<file path="config.mk">
export PLATFORM = sky130hd
export DESIGN_NAME = digit_sequencer
export DESIGN_NICKNAME = d
export VERILOG_FILES = /design/src/rtl/digit_seq_pkg.sv /design/src/rtl/key_debouncer.sv /design/src/rtl/digit_sequencer.sv
export SDC_FILE = /design/constraint.sdc
export NUM_CORES = 1
export LEC_CHECK = 0
export CAP_MARGIN = 20
export CORE_AREA = 2 2 57 59
export CTS_BUF_LIST = sky130_fd_sc_hd__clkbuf_16
export CTS_CLUSTER_SIZE = 28
export DETAILED_ROUTE_END_ITERATION = 12
export DIE_AREA = 0 0 59 61
export GPL_TIMING_DRIVEN = 1
export PLACE_DENSITY_LB_ADDON = 0.25
export SLEW_MARGIN = 25
export SYNTH_ARGS = -nofsm -noshare
export SYNTH_HDL_FRONTEND = slang
export SYNTH_HIERARCHICAL = 1
export SYNTH_SLANG_ARGS = --single-unit
export TNS_END_PERCENT = 1
</file>
<file path="constraint.sdc">
create_clock -name Clock -period 2 [get_ports Clock]
set_input_delay 0.4 -clock Clock [delete_from_list [all_inputs] [get_ports Clock]]
set_output_delay 0.4 -clock Clock [all_outputs]
set_load 0.05 [all_outputs]
</file>
<file path="src/rtl/digit_seq_pkg.sv">
// Shared types and widths for the digit sequencer.
// Imported by the debouncer and the sequencer top.
package digit_seq_pkg;

  localparam int DIGIT_W = 4;
  localparam int LED_W   = 10;
  localparam int CNT_W   = 8;

  typedef enum logic [1:0] {
    RELEASED,
    PRESS_WAIT,
    PRESSED,
    RELEASE_WAIT
  } db_state_t;

endpackage

</file>
<file path="src/rtl/key_debouncer.sv">
// Synchronizes and debounces an active-low key.
// Emits a one-cycle registered pulse per accepted press.
module key_debouncer
  import digit_seq_pkg::*;
#(
  parameter int DEBOUNCE_CYCLES = 4
) (
  input  logic Clock,
  input  logic Resetn,
  input  logic key_n,
  output logic press_evt
);

  localparam logic [CNT_W-1:0] LIMIT = CNT_W'(DEBOUNCE_CYCLES);

  logic            s1;
  logic            ks;
  db_state_t       state;
  db_state_t       state_nx;
  logic [CNT_W-1:0] cnt;
  logic [CNT_W-1:0] cnt_nx;
  logic            evt_nx;

  // Two-flop synchronizer; idles released (high)
  always_ff @(posedge Clock or negedge Resetn) begin
    if (!Resetn) begin
      s1 <= 1'b1;
      ks <= 1'b1;
    end else begin
      s1 <= key_n;
      ks <= s1;
    end
  end

  // Debounce state, counter and event pulse registers
  always_ff @(posedge Clock or negedge Resetn) begin
    if (!Resetn) begin
      state     <= RELEASED;
      cnt       <= '0;
      press_evt <= 1'b0;
    end else begin
      state     <= state_nx;
      cnt       <= cnt_nx;
      press_evt <= evt_nx;
    end
  end

  // Next-state: count stable samples before accepting a level change
  always_comb begin
    state_nx = state;
    cnt_nx   = cnt;
    evt_nx   = 1'b0;
    unique case (state)
      RELEASED: begin
        if (!ks) begin
          state_nx = PRESS_WAIT;
          cnt_nx   = CNT_W'(1);
        end
      end
      PRESS_WAIT: begin
        if (ks) begin
          state_nx = RELEASED;
          cnt_nx   = '0;
        end else if (cnt == LIMIT) begin
          state_nx = PRESSED;
          evt_nx   = 1'b1;
        end else begin
          cnt_nx = cnt + 1'b1;
        end
      end
      PRESSED: begin
        if (ks) begin
          state_nx = RELEASE_WAIT;
          cnt_nx   = CNT_W'(1);
        end
      end
      RELEASE_WAIT: begin
        if (!ks) begin
          state_nx = PRESSED;
        end else if (cnt == LIMIT) begin
          state_nx = RELEASED;
        end else begin
          cnt_nx = cnt + 1'b1;
        end
      end
      default: begin
        state_nx = RELEASED;
        cnt_nx   = '0;
      end
    endcase
  end

endmodule

</file>
<file path="src/rtl/digit_sequencer.sv">
// Debounced key steps a wrapping up/down digit.
// Keeps a direction history for the LEDs.
module digit_sequencer
  import digit_seq_pkg::*;
#(
  parameter int DEBOUNCE_CYCLES = 4,
  parameter int MAX_COUNT       = 9
) (
  input  logic               Clock,
  input  logic               Resetn,
  input  logic               key_n,
  input  logic               up_dn,
  input  logic               enable,
  output logic [DIGIT_W-1:0] digit,
  output logic               digit_valid,
  output logic               wrap,
  output logic [LED_W-1:0]   led
);

  localparam logic [DIGIT_W-1:0] MAXV = DIGIT_W'(MAX_COUNT);

  logic press_evt;
  logic step;

  key_debouncer #(
    .DEBOUNCE_CYCLES(DEBOUNCE_CYCLES)
  ) u_db (
    .Clock    (Clock),
    .Resetn   (Resetn),
    .key_n    (key_n),
    .press_evt(press_evt)
  );

  assign step = press_evt & enable;

  // Step the digit on each enabled event and log its direction
  always_ff @(posedge Clock or negedge Resetn) begin
    if (!Resetn) begin
      digit       <= '0;
      digit_valid <= 1'b0;
      wrap        <= 1'b0;
      led         <= '0;
    end else begin
      digit_valid <= step;
      wrap        <= 1'b0;
      if (step) begin
        led <= {led[LED_W-2:0], up_dn};
        if (up_dn) begin
          if (digit == MAXV) begin
            digit <= '0;
            wrap  <= 1'b1;
          end else begin
            digit <= digit + 1'b1;
          end
        end else begin
          if (digit == '0) begin
            digit <= MAXV;
            wrap  <= 1'b1;
          end else begin
            digit <= digit - 1'b1;
          end
        end
      end
    end
  end

endmodule

</file>
==> results of run 1 <==
## cell usage in the layout, fill, tap and decap left out, drive strengths merged, types with 3 or more instances in the layout
| cell | n |
|---|---|
| nor2 | 6 |
| clkinv | 3 |
| mux2 | 10 |
| nand2b | 4 |
| nor2b | 3 |
| nand2 | 10 |
| o21ai | 6 |
| a21oi | 9 |
| clkbuf | 5 |
| a211o | 3 |
| buf | 8 |
| nand3 | 6 |
| clkdlybuf4s50 | 17 |
| dfrtp | 27 |
| inv | 6 |
## logic make-up (layout without fill, tap and decap cells)
kind of cell    after synthesis  count (layout)
buf+inv                      16              39
fa+ha+maj                     3               3
compound gates               40              40
simple gates                 47              47
xor+xnor                      3               3
mux                          10              10
flops                        29              29
## metal layers
metal	track usage	part of all wire
met1	0.234	0.43
met2	0.348	0.49
met3	0.0725	0.058
met4	0.114	0.019
met5	0	0
## worst paths after layout
kind                                         startpoint                 endpoint  slack (ns)  cells after the start
worst max-delay path               digit[2]$_DFFE_PN0P_                 digit[2]        0.07                      1
worst min-delay path                  u_db/s1$_DFF_PN1_        u_db/ks$_DFF_PN1_        0.36                      0
worst max register to register  u_db/cnt[0]$_DFFE_PN0P_  u_db/cnt[5]$_DFFE_PN0P_        0.18                      6
worst min register to register        u_db/s1$_DFF_PN1_        u_db/ks$_DFF_PN1_        0.36                      0
max in group asynchronous                        Resetn        u_db/ks$_DFF_PN1_        1.16                      2
min in group asynchronous                        Resetn     digit[2]$_DFFE_PN0P_        0.52                      2
## registers in the layout, summed over array words and instances, names as in the netlist, named ones only
signal and count:
digit_valid 1, u_db/press_evt 1, u_db/state 1, u_db/ks 1, digit 4, u_db/cnt 8, wrap 1, led 10
u_db/s1 1
## cell type report
class | instances | area (µm²) | area share
sequential | 29 | 728 | 0.383
timing repair buffer | 25 | 230 | 0.121
clock inverter | 3 | 12.5 | 0.00659
multi-input combinational | 103 | 739 | 0.389
inverter | 6 | 22.5 | 0.0119
tap | 33 | 41.3 | 0.0217
clock buffer | 5 | 125 | 0.0659
## power breakdown
group | total (W) | internal (W) | switching [W]
clock | 0.000682 | 0.000447 | 0.000235
sequential | 0.000794 | 0.000655 | 0.000139
combinational | 0.000554 | 0.000221 | 0.000333
## metrics by stage
step / cells / power, W
2_1_floorplan: 148 / 0.00119
3_3_place_gp: 196 / 0.00131
3_5_place_dp: 196 / 0.00134
4_1_cts: 204 / 0.00204
5_1_grt: 204 / 0.00215
6_report: 204 / 0.00203
==> results.py, run 1 <==
metrics = {
    "timing": {
        "timing.final.crit_share": 0.966,
        "final-hold-violation-count": 0,
        "max_freq_mhz": 518,
        "tightest_slew_ns": 0.498,
        "rsz0062_at_grt": "no",
        "final.min_clock_period_ns": 1.93,
        "finalSetupTns_ns": 0,
        "slew-limit-headroom": 0.667,
        "hold_ws_ns": 0.356,
        "drv_slew": 0,
        "clock_skew_ns": 0.00136,
        "setup_viol": 0,
        "layout_setup_ws_ns": 0.0683,
    },
    "global_routing": {
        "antenna_found_initial": 0,
        "track_usage": 0.208,
        "gr-total-overflow": 0,
        "grt_pass1_vias": 1226,
        "grt_max_degree": 30,
        "grt_first_pass_wirelength_um": 5380,
    },
    "placement": {
        "dp_slack_ns": 0.205,
        "post-dp-hpwl_um": 2190,
        "dpl-instance-area_mm2": 0.00176,
        "gp_congestion": 0.897,
        "port-buffer-count": 20,
    },
    "yosys": {
        "synth_fa_ha_area_frac": 0.0227,
        "avgSynthCellArea_um2": 10.4,
        "yosys_warnings": 6,
        "synth_enable_flop_cells": 0,
        "synth_top_area_share": 0.437,
        "synth_cell_type_count": 53,
        "synth_top_family_by_area": "compound AO/OA/AOI/OAI gates",
        "synth_most_common_cell": "dfrtp_1",
        "synth_nets": 155,
        "muxShareOfSynthArea": 0.0728,
        "synthXorXnorAreaFrac": 0.0170,
        "synth_compound_area_frac": 0.184,
        "synthFlopType": "dfrtp_1",
        "ys_top_cells_by_area": "dfrtp_1 (44%), mux2_2 (7.3%), dfstp_2 (3.4%), a21oi_1 (2.9%), nand2_1 (2.4%)",
        "synthArstFlopShare": 1.00,
        "yosysSeqAreaShare": 0.471,
        "synth_top_cell_by_area": "dfrtp_1",
        "ys_seq_elements": 29,
        "syn_area_mm2": 0.00155,
        "synth-simple-area-share": 0.182,
        "synth_commonest_cells": "dfrtp_1 (27), mux2_2 (10), nand2_1 (10), a21oi_1 (9)",
        "synth_cells": 148,
    },
    "clocking": {
        "cts_setup_buffers": 0,
        "cts_tree": "built",
        "cts-root-buf": "clkbuf_16",
        "cts_resized": 0,
        "numCtsBuffers": 5,
        "clk_pin_slew_ns": 0.05,
        "htree_levels": 2,
        "cts_buffer_depth": 2,
        "clkLatencyLatePin_ns": 0.27,
        "cts.sinks": 29,
        "hold_buffers": 0,
    },
    "floorplanning": {
        "core_mm2": 0.00295,
        "rows": 20,
        "die-height_um": 61,
        "die_w_um": 59,
        "dieArea_mm2": 0.00360,
        "io_pins": 21,
        "initial_utilization": 0.524,
    },
    "critical_path": {
        "slowest_delay_ns": 0.83,
        "critPathSlowestCell": "clkdlybuf4s50_1",
        "path_max_fanout": 6,
        "cp-end-kind": "output port",
        "crit_family": "buffers and inverters",
        "path_class": "reg2out",
        "crit_arrival_ns": 1.53,
        "start_kind": "register",
        "worstPathCellList": "clkdlybuf4s50_1",
        "critical_path_buf_inv_count": 1,
        "cp.required_ns": 1.60,
    },
    "cells_and_area": {
        "fill_cells": 257,
        "drive_above_1_share": 0.170,
        "diodes": 0,
        "syn2layout_area_growth_pct": 22.8,
        "final_util": 0.643,
        "nets": 177,
        "fin_area_mm2": 0.00190,
    },
    "detailed_routing": {
        "wire_per_inst_um": 15.5,
        "wl_um": 3170,
        "vias": 1218,
        "drtAntennaViolNets": 0,
        "drc": 0,
        "firstDrtPassIters": 5,
        "drt_iter0_drc": 67,
        "drt-vias-per-instance": 5.97,
    },
    "pwr": {
        "vdd_drop_max_mv": 0.656,
        "power_density_mw_per_mm2": 1070,
        "p_leak_nw": 0.839,
    },
    "run_status": {
        "status": "finished clean",
    },
    "job": {
        "cap_violations": 0,
    },
    "hold_path": {
        "hold_class": "reg2reg",
    },
}
(Power assumes the default switching activity.)
==> run 2, diff against run 1 <==
--- a/config.mk
+++ b/config.mk
@@ -6,13 +6,13 @@
 export NUM_CORES = 1
 export LEC_CHECK = 0
 export CAP_MARGIN = 20
-export CORE_AREA = 2 2 57 59
-export CTS_BUF_LIST = sky130_fd_sc_hd__clkbuf_16
-export CTS_CLUSTER_SIZE = 28
+export CORE_AREA = 2 2 56 58
+export CTS_BUF_LIST = sky130_fd_sc_hd__clkbuf_4 sky130_fd_sc_hd__clkbuf_8
 export DETAILED_ROUTE_END_ITERATION = 12
-export DIE_AREA = 0 0 59 61
+export DIE_AREA = 0 0 58 60
 export GPL_TIMING_DRIVEN = 1
 export PLACE_DENSITY_LB_ADDON = 0.25
+export SETUP_SLACK_MARGIN = 0.3
 export SLEW_MARGIN = 25
 export SYNTH_ARGS = -nofsm -noshare
 export SYNTH_HDL_FRONTEND = slang
==> run 2 against run 1 <==
  * Maximum frequency increased by 1.3%
  * First-iteration DRC count decreased by 46%
  * Clock power decreased by 49%
  * Register-to-register slack about the same
  * Total power decreased by 17%
  * Core utilization decreased by 1.7 points
  * Cell area decreased by 4.3%
  * Die area decreased by 3.3%
  * Via count increased by 3.9%
  * Critical endpoint is now led[0]
  * Largest cell class unchanged
  * Largest power group unchanged
==> results.py, run 2 (synthesized netlist as in run 1, its figures left out) <==
metrics = {
    "placement": {
        "gp_congestion": 0.845,
        "dp_slack_ns": 0.137,
        "dp.cells": 196,
        "post-dp-hpwl_um": 2330,
        "port-buffer-count": 20,
    },
    "critical_path": {
        "cp.required_ns": 1.60,
        "path_max_fanout": 3,
        "worstPathCellList": "clkdlybuf4s50_1",
        "critPathSlowestCell": "clkdlybuf4s50_1",
        "slowest_delay_ns": 0.82,
        "path_class": "reg2out",
        "crit_family": "buffers and inverters",
        "crit_arrival_ns": 1.51,
        "cp-end-kind": "output port",
        "critical_path_buf_inv_count": 1,
        "start_kind": "register",
    },
    "clocking": {
        "numCtsBuffers": 5,
        "htree_levels": 2,
        "cts_setup_buffers": 0,
        "cts.sinks": 29,
        "clk_pin_slew_ns": 0.09,
        "hold_buffers": 0,
        "cts_resized": 2,
        "cts_buffer_depth": 2,
        "cts-root-buf": "clkbuf_4",
        "clkLatencyLatePin_ns": 0.32,
        "cts_tree": "built",
    },
    "timing": {
        "layout_setup_ws_ns": 0.0930,
        "max_freq_mhz": 524,
        "drv_slew": 0,
        "setup_viol": 0,
        "final-hold-violation-count": 0,
        "tightest_slew_ns": 0.509,
        "final.min_clock_period_ns": 1.91,
        "clock_skew_ns": 0.00986,
        "slew-limit-headroom": 0.659,
        "timing.final.crit_share": 0.954,
        "rsz0062_at_grt": "yes",
        "finalSetupTns_ns": 0,
    },
    "global_routing": {
        "grt_first_pass_wirelength_um": 5320,
        "track_usage": 0.208,
        "grt_max_degree": 30,
        "antenna_found_initial": 0,
        "grt_pass1_vias": 1185,
        "gr-total-overflow": 0,
    },
    "cells_and_area": {
        "syn2layout_area_growth_pct": 17.5,
        "largest_register_ffs": 10,
        "drive_above_1_share": 0.181,
        "top_register": "led",
        "layout_common_cells": "dfrtp_1 (27), clkdlybuf4s50_1 (14), nand2_1 (10), mux2_2 (10), a21oi_1 (9)",
        "reg_top3": "led: 10 flops, u_db/cnt: 8 flops, digit: 4 flops",
        "stdcell_count": 204,
        "nets": 177,
        "diodes": 0,
        "fill_cells": 247,
        "final_common_cell": "dfrtp_1",
    },
    "pwr": {
        "p_switching_w": 0.000664,
        "p_total_w": 0.00168,
        "combPwrFrac": 0.326,
        "seq_power_share": 0.467,
        "p_leak_nw": 0.827,
        "power_density_mw_per_mm2": 925,
        "clock_power_share": 0.207,
        "vdd_drop_max_mv": 0.731,
        "switching_share": 0.395,
        "internal-power_w": 0.00102,
    },
    "floorplanning": {
        "core_mm2": 0.00290,
        "die-height_um": 60,
        "dieArea_mm2": 0.00348,
        "initial_utilization": 0.533,
        "rows": 20,
        "die_w_um": 58,
        "io_pins": 21,
    },
    "detailed_routing": {
        "drtAntennaViolNets": 0,
        "drt_iter0_drc": 36,
        "drt-vias-per-instance": 6.21,
        "drc": 0,
        "wire_per_inst_um": 15.6,
        "vias": 1266,
        "firstDrtPassIters": 4,
        "wl_um": 3190,
    },
    "hold_path": {
        "hold_class": "reg2reg",
    },
    "run_status": {
        "status": "finished clean",
    },
    "job": {
        "cap_violations": 0,
    },
}
run 2: changes by cell type in the layout (fill, tap and decap cells not counted):
| cell | delta |
|---|---|
| clkbuf_4 | +6 |
| clkbuf_16 | -5 |
| dlymetal6s2s_1 | +1 |
| dlygate4sd2_1 | +2 |
| clkinv_2 | +1 |
| clkdlybuf4s50_1 | -3 |
| clkinv_1 | -2 |
run 2: layout make-up:
cell class / count / area (µm²) / area share
Multi-Input combinational cell: 103 / 739 / 0.407
Sequential cell: 29 / 728 / 0.401
Timing Repair Buffer: 25 / 230 / 0.127
Clock buffer: 6 / 45.0 / 0.0248
Tap cell: 33 / 41.3 / 0.0227
Inverter: 6 / 22.5 / 0.0124
Clock inverter: 2 / 10.0 / 0.00551
run 2: power groups by stage:
| stage | logic, W | registers, W | clock network, W |
|---|---|---|---|
| 3_3_place_gp | 0.000524 | 0.000788 | 0 |
| 5_1_grt | 0.000609 | 0.000801 | 0.000388 |
| 3_5_place_dp | 0.000550 | 0.000794 | 0 |
| 2_1_floorplan | 0.000383 | 0.000803 | 0 |
| 6_report | 0.000548 | 0.000785 | 0.000348 |
| 4_1_cts | 0.000549 | 0.000782 | 0.000362 |
run 2: layer usage:
metal / GRT usage / vias up / share of wire
li1: - / 600 / -
met1: 0.234 / 630 / 0.44
met2: 0.359 / 30 / 0.50
met3: 0.0519 / 6 / 0.038
met4: 0.116 / 0 / 0.022
met5: 0 / - / 0
run 2: through the flow:
| step | area [µm²] | hold slack, ns | util |
|---|---|---|---|
| final | 1820 | 0.361 | 0.626 |
| after global routing | 1820 | 0.371 | 0.626 |
| after CTS | 1810 | 0.364 | 0.625 |
| after detailed placement | 1760 | 0.347 | 0.607 |
| after global placement | 1760 | 0.348 | 0.607 |
| after floorplan | 1550 | 0.104 | - |
run 2: final timing paths:
check,startpoint,end,slack [ns],cells after the start
max,led[0]$_DFFE_PN0P_,led[0],0.09,1
min,u_db/s1$_DFF_PN1_,u_db/ks$_DFF_PN1_,0.36,0
max reg2reg,u_db/cnt[1]$_DFFE_PN0P_,u_db/cnt[7]$_DFFE_PN0P_,0.17,6
min reg2reg,u_db/s1$_DFF_PN1_,u_db/ks$_DFF_PN1_,0.36,0
max in group asynchronous,Resetn,u_db/s1$_DFF_PN1_,1.23,2
min in group asynchronous,Resetn,led[2]$_DFFE_PN0P_,0.45,2
==> run 3, diff against run 2 <==
--- a/config.mk
+++ b/config.mk
@@ -13,7 +13,6 @@
 export GPL_TIMING_DRIVEN = 1
 export PLACE_DENSITY_LB_ADDON = 0.25
 export SETUP_SLACK_MARGIN = 0.3
-export SLEW_MARGIN = 25
 export SYNTH_ARGS = -nofsm -noshare
 export SYNTH_HDL_FRONTEND = slang
 export SYNTH_HIERARCHICAL = 1
==> results of run 3 <==
Final layout, timing and power as in run 2 (identical DEF).
